==> src/rtl/stack_ctrl.sv <==
// Stack controller for the calculator's single-port stack RAM.
// Serves PUSH/POP/PEEK/CLEAR requests one at a time and hides the RAM read latency.
module stack_ctrl #(
    parameter int DATA_W = 8,
    parameter int ADDR_W = 8,
    parameter int DEPTH  = 256,
    parameter int RD_LAT = 2
) (
    input  logic              clk,
    input  logic              rst,
    input  logic              req_valid,
    output logic              req_ready,
    input  logic [1:0]        req_op,
    input  logic [DATA_W-1:0] req_data,
    output logic              rsp_valid,
    output logic [DATA_W-1:0] rsp_data,
    output logic              rsp_err,
    output logic [ADDR_W:0]   count,
    output logic              empty,
    output logic              full,
    output logic [ADDR_W-1:0] mem_addr,
    output logic [DATA_W-1:0] mem_data,
    output logic              mem_wren,
    input  logic [DATA_W-1:0] mem_q
);

    localparam int WAIT_W = (RD_LAT < 2) ? 1 : $clog2(RD_LAT + 1);
    localparam logic [ADDR_W:0]   DEPTH_C  = (ADDR_W + 1)'(DEPTH);
    localparam logic [WAIT_W-1:0] WAIT_END = WAIT_W'(RD_LAT);

    typedef enum logic [1:0] {
        IDLE,
        WRITE,
        READ,
        RESP
    } state_t;

    typedef enum logic [1:0] {
        OP_PUSH  = 2'b00,
        OP_POP   = 2'b01,
        OP_PEEK  = 2'b10,
        OP_CLEAR = 2'b11
    } op_t;

    state_t            state, state_n;
    op_t               op_r, op_n;
    logic [WAIT_W-1:0] wait_cnt, wait_n;
    logic [ADDR_W:0]   count_n;
    logic [ADDR_W:0]   count_m1;
    logic [ADDR_W-1:0] addr_n;
    logic [DATA_W-1:0] mdata_n;
    logic              wren_n;
    logic              rsp_valid_n;
    logic [DATA_W-1:0] rsp_data_n;
    logic              rsp_err_n;

    assign count_m1  = count - (ADDR_W + 1)'(1);
    assign empty     = (count == '0);
    assign full      = (count == DEPTH_C);
    assign req_ready = (state == IDLE);

    always_ff @(posedge clk or posedge rst) begin
        if (rst) begin
            state     <= IDLE;
            op_r      <= OP_PUSH;
            wait_cnt  <= '0;
            count     <= '0;
            mem_addr  <= '0;
            mem_data  <= '0;
            mem_wren  <= 1'b0;
            rsp_valid <= 1'b0;
            rsp_data  <= '0;
            rsp_err   <= 1'b0;
        end else begin
            state     <= state_n;
            op_r      <= op_n;
            wait_cnt  <= wait_n;
            count     <= count_n;
            mem_addr  <= addr_n;
            mem_data  <= mdata_n;
            mem_wren  <= wren_n;
            rsp_valid <= rsp_valid_n;
            rsp_data  <= rsp_data_n;
            rsp_err   <= rsp_err_n;
        end
    end

    // RAM port and response fields are computed one cycle ahead so they leave the block registered.
    always_comb begin
        state_n     = state;
        op_n        = op_r;
        wait_n      = wait_cnt;
        count_n     = count;
        addr_n      = mem_addr;
        mdata_n     = mem_data;
        wren_n      = 1'b0;
        rsp_valid_n = 1'b0;
        rsp_data_n  = '0;
        rsp_err_n   = 1'b0;

        case (state)
            IDLE: begin
                if (req_valid) begin
                    op_n = op_t'(req_op);
                    case (op_t'(req_op))
                        OP_PUSH: begin
                            if (full) begin
                                state_n     = RESP;
                                rsp_valid_n = 1'b1;
                                rsp_err_n   = 1'b1;
                            end else begin
                                state_n = WRITE;
                                addr_n  = count[ADDR_W-1:0];
                                mdata_n = req_data;
                                wren_n  = 1'b1;
                            end
                        end
                        OP_POP, OP_PEEK: begin
                            if (empty) begin
                                state_n     = RESP;
                                rsp_valid_n = 1'b1;
                                rsp_err_n   = 1'b1;
                            end else begin
                                state_n = READ;
                                addr_n  = count_m1[ADDR_W-1:0];
                                wait_n  = '0;
                            end
                        end
                        default: begin
                            state_n     = RESP;
                            rsp_valid_n = 1'b1;
                            count_n     = '0;
                        end
                    endcase
                end
            end
            WRITE: begin
                state_n     = RESP;
                rsp_valid_n = 1'b1;
                count_n     = count + (ADDR_W + 1)'(1);
            end
            READ: begin
                // The address has been stable since the first READ cycle; mem_q is valid RD_LAT cycles later.
                if (wait_cnt == WAIT_END) begin
                    state_n     = RESP;
                    rsp_valid_n = 1'b1;
                    rsp_data_n  = mem_q;
                    if (op_r == OP_POP) begin
                        count_n = count_m1;
                    end
                end else begin
                    wait_n = wait_cnt + WAIT_W'(1);
                end
            end
            RESP: begin
                state_n = IDLE;
            end
            default: begin
                state_n = IDLE;
            end
        endcase
    end

endmodule
==> config.mk <==
export PLATFORM = sky130hd
export DESIGN_NAME = stack_ctrl
export DESIGN_NICKNAME = d
export VERILOG_FILES = /design/src/rtl/stack_ctrl.sv
export SDC_FILE = /design/constraint.sdc
export NUM_CORES = 1
export LEC_CHECK = 0
export CAP_MARGIN = 40
export CORE_ASPECT_RATIO = 0.6
export CORE_MARGIN = 4
export CORE_UTILIZATION = 50
export CTS_CLUSTER_SIZE = 12
export DETAILED_ROUTE_END_ITERATION = 10
export GPL_ROUTABILITY_DRIVEN = 0
export GPL_TIMING_DRIVEN = 0
export PLACE_DENSITY = 0.81
export SYNTH_ARGS = -nofsm -noshare
export SYNTH_HDL_FRONTEND = slang
export SYNTH_SLANG_ARGS = --single-unit
==> constraint.sdc <==
create_clock -name clk -period 6.6 [get_ports clk]
set_input_delay 1.98 -clock clk [delete_from_list [all_inputs] [get_ports clk]]
set_output_delay 1.98 -clock clk [all_outputs]
set_load 0.02 [all_outputs]
# After elaboration in Yosys (flattened, before gate mapping)
# Cells that the tools add are included.
# totals
latchBits	0
output_inout_bits	39
ram_bits	0
romBits	0
register_bits	42
elab_cells	79
memories	0
# classes
mul	0
add_sub_neg	3
shift	0
div	0
n_lt_le_gt_ge	0
n_eq_ne	17
bitwise_logic	1
mux	34
reduce_logical	14
# op_table
operator	count
$mux 9	4
$mux 8	4
$pmux 9 s3	1
$ne 2x2->1 const B	8
$pmux 8 s2	1
$reduce_and 5->1	3
$mux 2	7
$mux 1	11
$add 9x1->9 const B	1
$eq 9x9->1 const B	1
$logic_not 9->1	1
$sub 9x1->9 const B	1
$eq 2x2->1 const B	4
$pmux 2 s2	2
$pmux 2 s4	1
$eq 2x1->1 const B	3
$logic_not 2->1	2
$pmux 1 s2	2
$reduce_and 2->1	2
$reduce_and 4->1	1
$reduce_bool 2->1	2
$pmux 1 s3	1
$reduce_bool 3->1	1
$reduce_or 3->1	1
4 further kinds	4

# Logic depth before layout (Yosys ltp)
# Gate-level depths: netlist (run 1).
# depth
depth_word	5
ltp_mapped	8
mapped_depth_nobuf	6

# Least setup slack after synthesis (run 1)
# Ideal clock, no wire load.
# synth_timing
path_kind	reg2out
from	register count[0]
to	output port full
slack_ns	2.858
t_arrival_ns	1.762
path_stages_with_launch	8
required_time_ns	4.620
path_cell_list	dfrtp_1 > buf_6 > inv_1 > ha_1 > nor3b_4 > and3_1 > buf_2 > and2_1
# synth_between
elab_chain_cells	1
# synth_rtl
item	line_no	text
start: declaration	18	output logic [ADDR_W:0] count,
start signal: assignment	78	count <= count_n;
$eq 9x9->1	59	assign full = (count == DEPTH_C);
end: declaration	20	output logic full,
# Every way passes these cells.

# Worst setup path in the final report (run 1)
# layout_timing
from	register count[0]
to	output port empty
# layout_between
elab_chain_cells	1
# layout_rtl
item	line_no	text
$logic_not 9->1	58	assign empty = (count == '0);
end: declaration	19	output logic empty,
# Every way passes these cells.

==> out/results.txt, run 1 <==
status: finished clean
Post-Syn Area per Cell: 9.89 µm²
Worst slew margin: 51.5%
CP Max Fanout: 9
layout cell share with drive strength beyond 1: 8.79%
vias in the first global route: 2,093
CTS H-tree depth: 2
RSZ-0062 raised after global routing: no
DIE HEIGHT: 61.3 µm
Final setup violation count: 0
capturing point of the worst reg2reg path: mem_data[3]
final instance count without filler cells: 370
required time of the critical path: 4.62 ns
Clk pin slew, worst setup/hold paths: 0.08 ns
Final Max Slew Viols: 0
cell row count: 19
post-DP HPWL: 4.48 mm
post_cts resized: 0
input/output buffers: 59
Num CTS Buffers: 5
r2r worst-path depth: 8
worst slew pin tran: 0.728 ns
leakage power: 1.37 nW
Synth area leader: dfrtp_1
CP max stage delay: 0.67 ns
Ant. Diodes: 0
crit-path cells: buf_6, inv_1, ha_1, nor3b_4, and4b_1, clkbuf_1, clkdlybuf4s50_1
Final Hold Fails: 0
GR Util All Layers: 21.9%
Worst Hold Path EP: mem_data[1]
HP Class: reg2reg
synth top area cells: dfrtp_1 44%, ha_1 5.3%, mux2_1 3.8%, and3_1 2.9%, a21oi_1 2.5%
Max-Cap Viols: 0
first-pass GRT wire length: 10.3 mm
worst hold start: mem_data[1]
worst skew pair latency: 0.30 ns
CP arrival: 2.76 ns
post-route ant nets: 0
clk sinks: 42
Area growth, synth to finish: 33.2%
final WL: 6.10 mm
Vias per Instance: 5.83
placed insts: 362
Buf/Inv on CP: 4
Initial DRT Pass Iterations: 5
Die X: 96.8 µm
clk_skew: 0.00782 ns
CTS Root Cell: clkbuf_8
hold path depth: 1
TritonCTS clock tree: yes
mapped cell area: 0.00236 mm²
Peak VDD IR: 0.258 mV
Top Ports: 60
Syn. warnings: 0
DRC Markers: 0
critical path type: reg2out
top cell type's share of synthesized area: 44.4%
Starting Density: 51.8%
Critical path origin: count[0]
asr flop ratio synth: 100%
core area: 0.00456 mm²
synthesis-stage register bit count: 42
Top delay family on crit path: buffers and inverters
total grt overflow: 0
initial antenna violation count: 0
FMAX: 211 MHz
fin crit share: 71.7%
Post-CTS Hold Buffers: 0
die area: 0.00593 mm²
final core utilization: 69.0%
Power per Cell Area: 486 mW/mm²
Critical R2R Launch: count[0]
R2R Setup Slk: 4.31 ns
Net Count, Synth: 270
drt wl/cell: 16.5 µm
initial DRC count: 247
sequential fraction of the synthesis area: 44.4%
Primary FF master, synth: dfrtp_1
Max stage delay cell, worst path: clkdlybuf4s50_1
largest net degree at the start of global routing: 28
Mapped Cells: 239
NumNets Final: 337
number of synthesized flops with an enable pin: 0
total negative slack: 0 ns
Yosys cell types: 50
Startpoint Class: flop
critical path endpoint category: primary output
buffer depth of the longest clock path: 2
via count: 2,158
Setup Buffers After CTS: 0
min Tclk post-route: 4.74 ns
-- synthesized netlist by cell type (5+ instances only) --
library cell  count
nor3_1            5
o211ai_1          6
nor2_1           16
and3_1           11
clkbuf_1          8
mux2_1            8
nand3_1          11
ha_1             10
o21ai_0           9
dfrtp_1          42
nand2_1          15
a21oi_1          12
inv_1            14
buf_2             8
-- cell usage in the layout, fill, tap and decap left out, drive strengths merged, types with 3 or more instances in the layout --
cell,Yosys,layout
buf,9,10
xor2,4,4
and3,11,11
a31oi,4,4
nand4,3,3
clkbuf,8,14
nand3,11,11
a32o,4,4
dfrtp,42,42
nor3,5,5
nor2,16,16
mux2,10,10
clkdlybuf4s50,0,59
inv,14,14
ha,10,10
o211ai,6,6
or4,4,4
nand2,15,15
a21oi,13,13
xnor2,4,4
o21ai,9,9
-- layer usage --
metal | share of wire (%) | wire length (µm) | track usage, % | vias to the layer above
met4 | 1.0 | 61 | 5.00 | 0
met1 | 46 | 2780 | 30.2 | 1022
li1 | - | - | - | 1005
met2 | 43 | 2610 | 34.2 | 121
met3 | 11 | 649 | 7.01 | 10
met5 | 0 | 0 | 0 | -
-- through the flow --
stage	hold WS, ns	setup WS [ns]	area (µm²)	total power [mW]
5_1_grt	0.521	1.73	3150	1.65
4_1_cts	0.494	1.89	3150	1.53
3_5_place_dp	0.475	2.22	3050	1.34
3_3_place_gp	0.459	2.26	3030	1.33
6_report	0.489	1.86	3150	1.53
2_1_floorplan	0.441	2.86	2360	1.02
-- worst reg2reg max path, delay by kind of cell, from the launching register on --
| family | cells | cell delay, ns |
|---|---|---|
| AOI/OAI and AO/OA | 1 | 0.13 |
| muxes | 1 | 0.35 |
| buffers and inverters | 3 | 0.40 |
| adders and majority gates | 1 | 0.22 |
| and+or+nand+nor | 2 | 0.63 |
| DFF | 1 | 0.44 |
-- where the power goes --
| part | switching [mW] | internal (mW) |
|---|---|---|
| Sequential | 0.0615 | 0.351 |
| Combinational | 0.548 | 0.397 |
| Clock | 0.0901 | 0.0841 |
-- cell families after synthesis --
logic type      synth area share [%]
compound gates                  19.3
xor+xnor                        2.96
fa+ha+maj                       5.29
buf+inv                         5.66
flops                           44.4
mux                             5.19
simple gates                    17.1
-- final cells by class --
class                   count  area, µm²
flip-flops and latches     42       1050
well taps                  63       78.8
clock buffers               6       82.6
repair buffers             60        611
clock inverters             2       12.5
plain buffers              17       81.3
inverters                  14       52.6
multi-input cells         166       1180
fillers                   369       1420
-- worst max-delay path by stage --
stage,end,slack (ns),cells after the start
floorplan,full,2.86,7
global placement,empty,2.26,7
detailed placement,empty,2.22,7
CTS,full,1.89,8
global route,empty,1.73,7
finish,empty,1.86,7
-- flip-flops by register name, summed over array words and instances (netlist names) --
register / cells
count: 9
mem_addr: 8
mem_data: 8
rsp_data: 8
op_r: 2
state: 2
wait_cnt: 2
mem_wren: 1
rsp_err: 1
rsp_valid: 1
(Power assumes the default switching activity.)
==> inputs of run 2 (changes only) <==
- CORE_UTILIZATION: 50 -> 44
- PLACE_DENSITY: 0.81 -> 0.76
- clock period: 6.6 -> 4.2 ns (I/O delays scaled with it)
==> out/results.txt, run 2 (synthesis results as in run 1) <==
critical path endpoint category: primary output (unchanged)
total negative slack: 0 ns (unchanged)
Filler cells: 413 (was 369)
largest reg by FF count: count (unchanged)
worst skew pair latency: 0.30 ns (about the same)
DIE HEIGHT: 64.8 µm (was 61.3 µm)
GR Util All Layers: 20.0% (was 21.9%)
status: finished clean (unchanged)
min Tclk post-route: 3.88 ns
crit-path cells: inv_1, ha_1, nor3b_4, and4b_1, clkbuf_1, clkdlybuf4s50_1 (was buf_6, inv_1, ha_1, nor3b_4, and4b_1, clkbuf_1, clkdlybuf4s50_1)
Top Ports: 60 (unchanged)
input/output buffers: 59 (unchanged)
CP Max Fanout: 9 (unchanged)
Power per Cell Area: 782 mW/mm² (was 486 mW/mm²)
cell row count: 20 (was 19)
max reg flops: 9 (unchanged)
CP arrival: 2.62 ns (was 2.76 ns)
required time of the critical path: 2.94 ns (was 4.62 ns)
fin crit share: 92.3%
RSZ-0062 raised after global routing: no (unchanged)
DRC Markers: 0 (unchanged)
final core utilization: 62.0% (was 69.0%)
r2r worst-path depth: 6 (was 8)
Final Hold Fails: 0 (unchanged)
final instance count without filler cells: 374 (was 370)
capturing point of the worst reg2reg path: count[8] (was mem_data[3])
initial antenna violation count: 0 (unchanged)
Num CTS Buffers: 5 (unchanged)
post_cts resized: 0 (unchanged)
CP max stage delay: 0.67 ns (about the same)
clk_skew: 0.00541 ns (was 0.00782 ns)
final WL: 6.30 mm (was 6.10 mm)
Final setup violation count: 0 (unchanged)
Ant. Diodes: 0 (unchanged)
Vias per Instance: 5.85 (was 5.83)
TritonCTS clock tree: yes (unchanged)
critical path type: reg2out (unchanged)
FMAX: 258 MHz
post-DP HPWL: 4.72 mm (was 4.48 mm)
via count: 2,188 (was 2,158)
core area: 0.00513 mm² (was 0.00456 mm²)
CTS H-tree depth: 2 (unchanged)
Worst Hold Path EP: mem_data[3] (was mem_data[1])
largest net degree at the start of global routing: 23 (was 28)
drt wl/cell: 16.8 µm (was 16.5 µm)
sequential cell area: 0.00105 mm² (unchanged)
Die X: 103 µm (was 96.8 µm)
CTS Root Cell: clkbuf_8 (unchanged)
HP Class: reg2reg (unchanged)
footprint of the multi-input gates: 0.00118 mm² (unchanged)
Peak VDD IR: 0.512 mV (was 0.258 mV)
post-route ant nets: 0 (unchanged)
leakage power: 1.38 nW (was 1.37 nW)
first-pass GRT wire length: 10.2 mm (was 10.3 mm)
Initial DRT Pass Iterations: 4 (was 5)
total grt overflow: 0 (unchanged)
clk sinks: 42 (unchanged)
Clk pin slew, worst setup/hold paths: 0.08 ns (about the same)
initial DRC count: 176 (was 247)
Max stage delay cell, worst path: clkdlybuf4s50_1 (unchanged)
layout cell share with drive strength beyond 1: 8.77% (was 8.79%)
Critical R2R Launch: state[0] (was count[0])
Worst slew margin: 55.8% (was 51.5%)
placed insts: 365 (was 362)
Final Max Slew Viols: 0 (unchanged)
NumNets Final: 338 (was 337)
worst slew pin tran: 0.663 ns (was 0.728 ns)
Area growth, synth to finish: 34.6% (was 33.2%)
R2R Setup Slk: 1.94 ns (was 4.31 ns)
Max-Cap Viols: 0 (unchanged)
most frequent cells in the layout: 59 x clkdlybuf4s50_1, 42 x dfrtp_1, 16 x nor2_1 (unchanged)
hold path depth: 1 (unchanged)
vias in the first global route: 2,095 (was 2,093)
Startpoint Class: flop (unchanged)
commonest non-fill, non-tap cell in the layout: clkdlybuf4s50_1 (unchanged)
worst hold start: mem_data[3] (was mem_data[1])
Post-CTS Hold Buffers: 0 (unchanged)
buffer depth of the longest clock path: 2 (unchanged)
die area: 0.00665 mm² (was 0.00593 mm²)
Starting Density: 46.1% (was 51.8%)
## run 2: cell count changes in the layout (fill, tap and decap cells not counted)
cell	previous run	this run
buf_4	0	1
buf_12	1	0
bufinv_16	0	1
clkbuf_8	6	5
clkinv_2	1	0
buf_16	0	1
clkbuf_1	8	9
## run 2: worst max path at each step
| stage | startpoint | endpoint | slack, ns | cells past startpoint |
|---|---|---|---|---|
| floorplan | count[0] | full | 1.18 | 7 |
| global placement | count[0] | empty | 0.54 | 7 |
| detailed placement | count[1] | empty | 0.50 | 6 |
| CTS | count[1] | empty | 0.18 | 6 |
| global route | count[1] | full | 0.19 | 7 |
| finish | count[1] | empty | 0.32 | 6 |
## run 2: worst max-delay path, delay by kind of cell, from the launching register on
| family | cells | cell delay (ns) |
|---|---|---|
| buf+inv | 3 | 1.08 |
| flops | 1 | 0.50 |
| simple gates | 2 | 0.50 |
| fa+ha+maj | 1 | 0.23 |
## run 2: stage by stage
step	power [mW]	worst slack (ns)	hold slack, ns	cell area, µm²
3_5_place_dp	2.14	0.502	0.471	3070
4_1_cts	2.47	0.178	0.490	3180
2_1_floorplan	1.60	1.18	0.441	2360
3_3_place_gp	2.11	0.541	0.456	3040
5_1_grt	2.65	0.195	0.501	3180
6_report	2.49	0.324	0.489	3180
## run 2: final cells by class
type	instances	area share (%)
buffer	17	2.56
clock buffer	6	2.28
clock inverter	2	1.18
inverter	14	1.65
multi-input combinational	166	37.1
sequential	42	33.0
tap	66	2.59
timing repair buffer	61	19.7
## run 2: routing by layer
| metal | GRT usage [%] | share of wire [%] | routed length, µm |
|---|---|---|---|
| met3 | 6.34 | 9.6 | 607 |
| met4 | 7.36 | 0.73 | 46 |
| met2 | 28.0 | 43 | 2680 |
| met1 | 28.6 | 47 | 2960 |
| met5 | 0 | 0 | 0 |
## run 2: what timing repair did
| item | in CTS | in global routing |
|---|---|---|
| setup endpoints to repair | 0 | 2 |
| hold endpoints to repair | 0 | 0 |
| setup buffers | 0 | 1 |
## run 2: power breakdown
| group | leakage [nW] | switching (mW) | total [mW] | internal, mW |
|---|---|---|---|---|
| registers | 0.537 | 0.0951 | 0.646 | 0.551 |
| clock network | 0.0514 | 0.139 | 0.317 | 0.177 |
| logic | 0.792 | 0.894 | 1.53 | 0.634 |
==> inputs of run 3 (changes only) <==
- CAP_MARGIN: 40 -> default
- PLACE_DENSITY: 0.76 -> 0.77
- SKIP_CTS_REPAIR_TIMING: default -> 1
==> out/results.txt, run 3 (synthesis results as in run 1) <==
fin crit share: 94.3% (was 92.3%)
Power per Cell Area: 780 mW/mm² (was 782 mW/mm²)
crit-path cells: inv_1, ha_1, nor3b_4, and4b_1, clkbuf_1, clkdlybuf4s50_1 (unchanged)
Initial DRT Pass Iterations: 6 (was 4)
final instance count without filler cells: 374 (unchanged)
placed insts: 364 (was 365)
final WL: 6.40 mm (was 6.30 mm)
Final setup violation count: 0 (unchanged)
Clk pin slew, worst setup/hold paths: 0.08 ns (about the same)
NumNets Final: 338 (unchanged)
Max-Cap Viols: 0 (unchanged)
CTS Root Cell: clkbuf_8 (unchanged)
post-DP HPWL: 4.62 mm (was 4.72 mm)
min Tclk post-route: 3.96 ns (was 3.88 ns)
Top Ports: 60 (unchanged)
Place WS: 0.479 ns (was 0.502 ns)
clk sinks: 42 (unchanged)
layout cell share with drive strength beyond 1: 9.09% (was 8.77%)
RSZ-0062 raised after global routing: no (unchanged)
worst slew pin tran: 0.856 ns (was 0.663 ns)
worst skew pair latency: 0.30 ns (about the same)
max reg flops: 9 (unchanged)
critical path endpoint category: primary output (unchanged)
largest reg by FF count: count (unchanged)
CP Max Fanout: 9 (unchanged)
Num CTS Buffers: 5 (unchanged)
Final Hold Fails: 0 (unchanged)
status: finished clean (unchanged)
Die X: 103 µm (unchanged)
total negative slack: 0 ns (unchanged)
Vias per Instance: 5.75 (was 5.85)
clk_skew: 0.00553 ns (was 0.00541 ns)
Peak VDD IR: 0.383 mV (was 0.512 mV)
die area: 0.00665 mm² (unchanged)
Worst slew margin: 42.9% (was 55.8%)
cell row count: 20 (unchanged)
DIE HEIGHT: 64.8 µm (unchanged)
total grt overflow: 0 (unchanged)
largest net degree at the start of global routing: 43 (was 23)
buffer depth of the longest clock path: 2 (unchanged)
CP max stage delay: 0.68 ns (was 0.67 ns)
Ant. Diodes: 0 (unchanged)
post-route ant nets: 0 (unchanged)
GR Util All Layers: 20.1% (was 20.0%)
first-pass GRT wire length: 10.4 mm (was 10.2 mm)
initial antenna violation count: 0 (unchanged)
Startpoint Class: flop (unchanged)
required time of the critical path: 2.94 ns (about the same)
DRC Markers: 0 (unchanged)
most frequent cells in the layout: 59 x clkdlybuf4s50_1, 42 x dfrtp_1, 16 x nor2_1 (unchanged)
Area after DPL: 0.00304 mm² (was 0.00307 mm²)
Layout Cell Area excl Fill: 0.00315 mm² (was 0.00318 mm²)
TritonCTS clock tree: yes (unchanged)
critical path type: reg2out (unchanged)
leakage power: 1.37 nW (was 1.38 nW)
setup ws final: 0.239 ns (was 0.324 ns)
Final Max Slew Viols: 0 (unchanged)
CP arrival: 2.70 ns (was 2.62 ns)
core area: 0.00513 mm² (unchanged)
input/output buffers: 59 (unchanged)
drt wl/cell: 17.1 µm (was 16.8 µm)
FMAX: 252 MHz (was 258 MHz)
Starting Density: 46.1% (unchanged)
commonest non-fill, non-tap cell in the layout: clkdlybuf4s50_1 (unchanged)
Max stage delay cell, worst path: clkdlybuf4s50_1 (unchanged)
Area growth, synth to finish: 33.1% (was 34.6%)
CTS H-tree depth: 2 (unchanged)
vias in the first global route: 2,057 (was 2,095)
via count: 2,151 (was 2,188)
HP Class: reg2reg (unchanged)
initial DRC count: 268 (was 176)
==> run 3: cell types whose count changed in the layout (fill, tap and decap cells not counted), sizes merged <==
cell and change:
clkinv +1, bufinv -1
==> run 3: area by class of cell <==
type / count / area [µm²]
well taps: 66 / 82.6
plain buffers: 17 / 81.3
repair buffers: 61 / 606
flip-flops and latches: 42 / 1050
multi-input cells: 166 / 1180
clock buffers: 6 / 82.6
inverters: 14 / 52.6
clock inverters: 2 / 12.5
fillers: 432 / 1980
==> run 3: worst paths after layout <==
| path | from | end | slack [ns] | cells after the start |
|---|---|---|---|---|
| setup / recovery | count[1] | empty | 0.24 | 6 |
| hold / removal | op_r[0] | op_r[0] | 0.49 | 2 |
| setup reg to reg | state[0] | count[0] | 1.84 | 6 |
| hold reg to reg | op_r[0] | op_r[0] | 0.49 | 2 |
| max in group asynchronous | rst | mem_data[5] | 2.22 | 2 |
| min in group asynchronous | rst | mem_addr[7] | 1.45 | 2 |
==> run 3: through the flow <==
step                      power (mW)  hold slack [ns]  utilization, %
after floorplan                 1.60            0.441               -
after global placement          2.11            0.462            59.2
after detailed placement        2.13            0.471            59.2
after CTS                       2.42            0.489            61.1
after global routing            2.62            0.514            61.4
final                           2.45            0.486            61.4
==> run 3: worst max-delay path: cells and delay by family (launching register included) <==
family	cells	cell delay (ns)
buffers and inverters	3	1.08
DFF	1	0.51
adders and majority gates	1	0.22
and+or+nand+nor	2	0.59
==> run 3: routing by layer <==
layer | vias to the layer above | global-route usage, % | part of all wire, %
met1 | 1005 | 31.1 | 47
met5 | - | 0 | 0
li1 | 1013 | - | -
met3 | 16 | 5.81 | 11
met2 | 117 | 27.0 | 41
met4 | 0 | 4.75 | 1.2
==> run 3: report_power, final <==
part / internal [mW] / switching [mW] / leakage, nW
registers: 0.551 / 0.0905 / 0.537
logic: 0.637 / 0.899 / 0.785
clock network: 0.132 / 0.146 / 0.0472
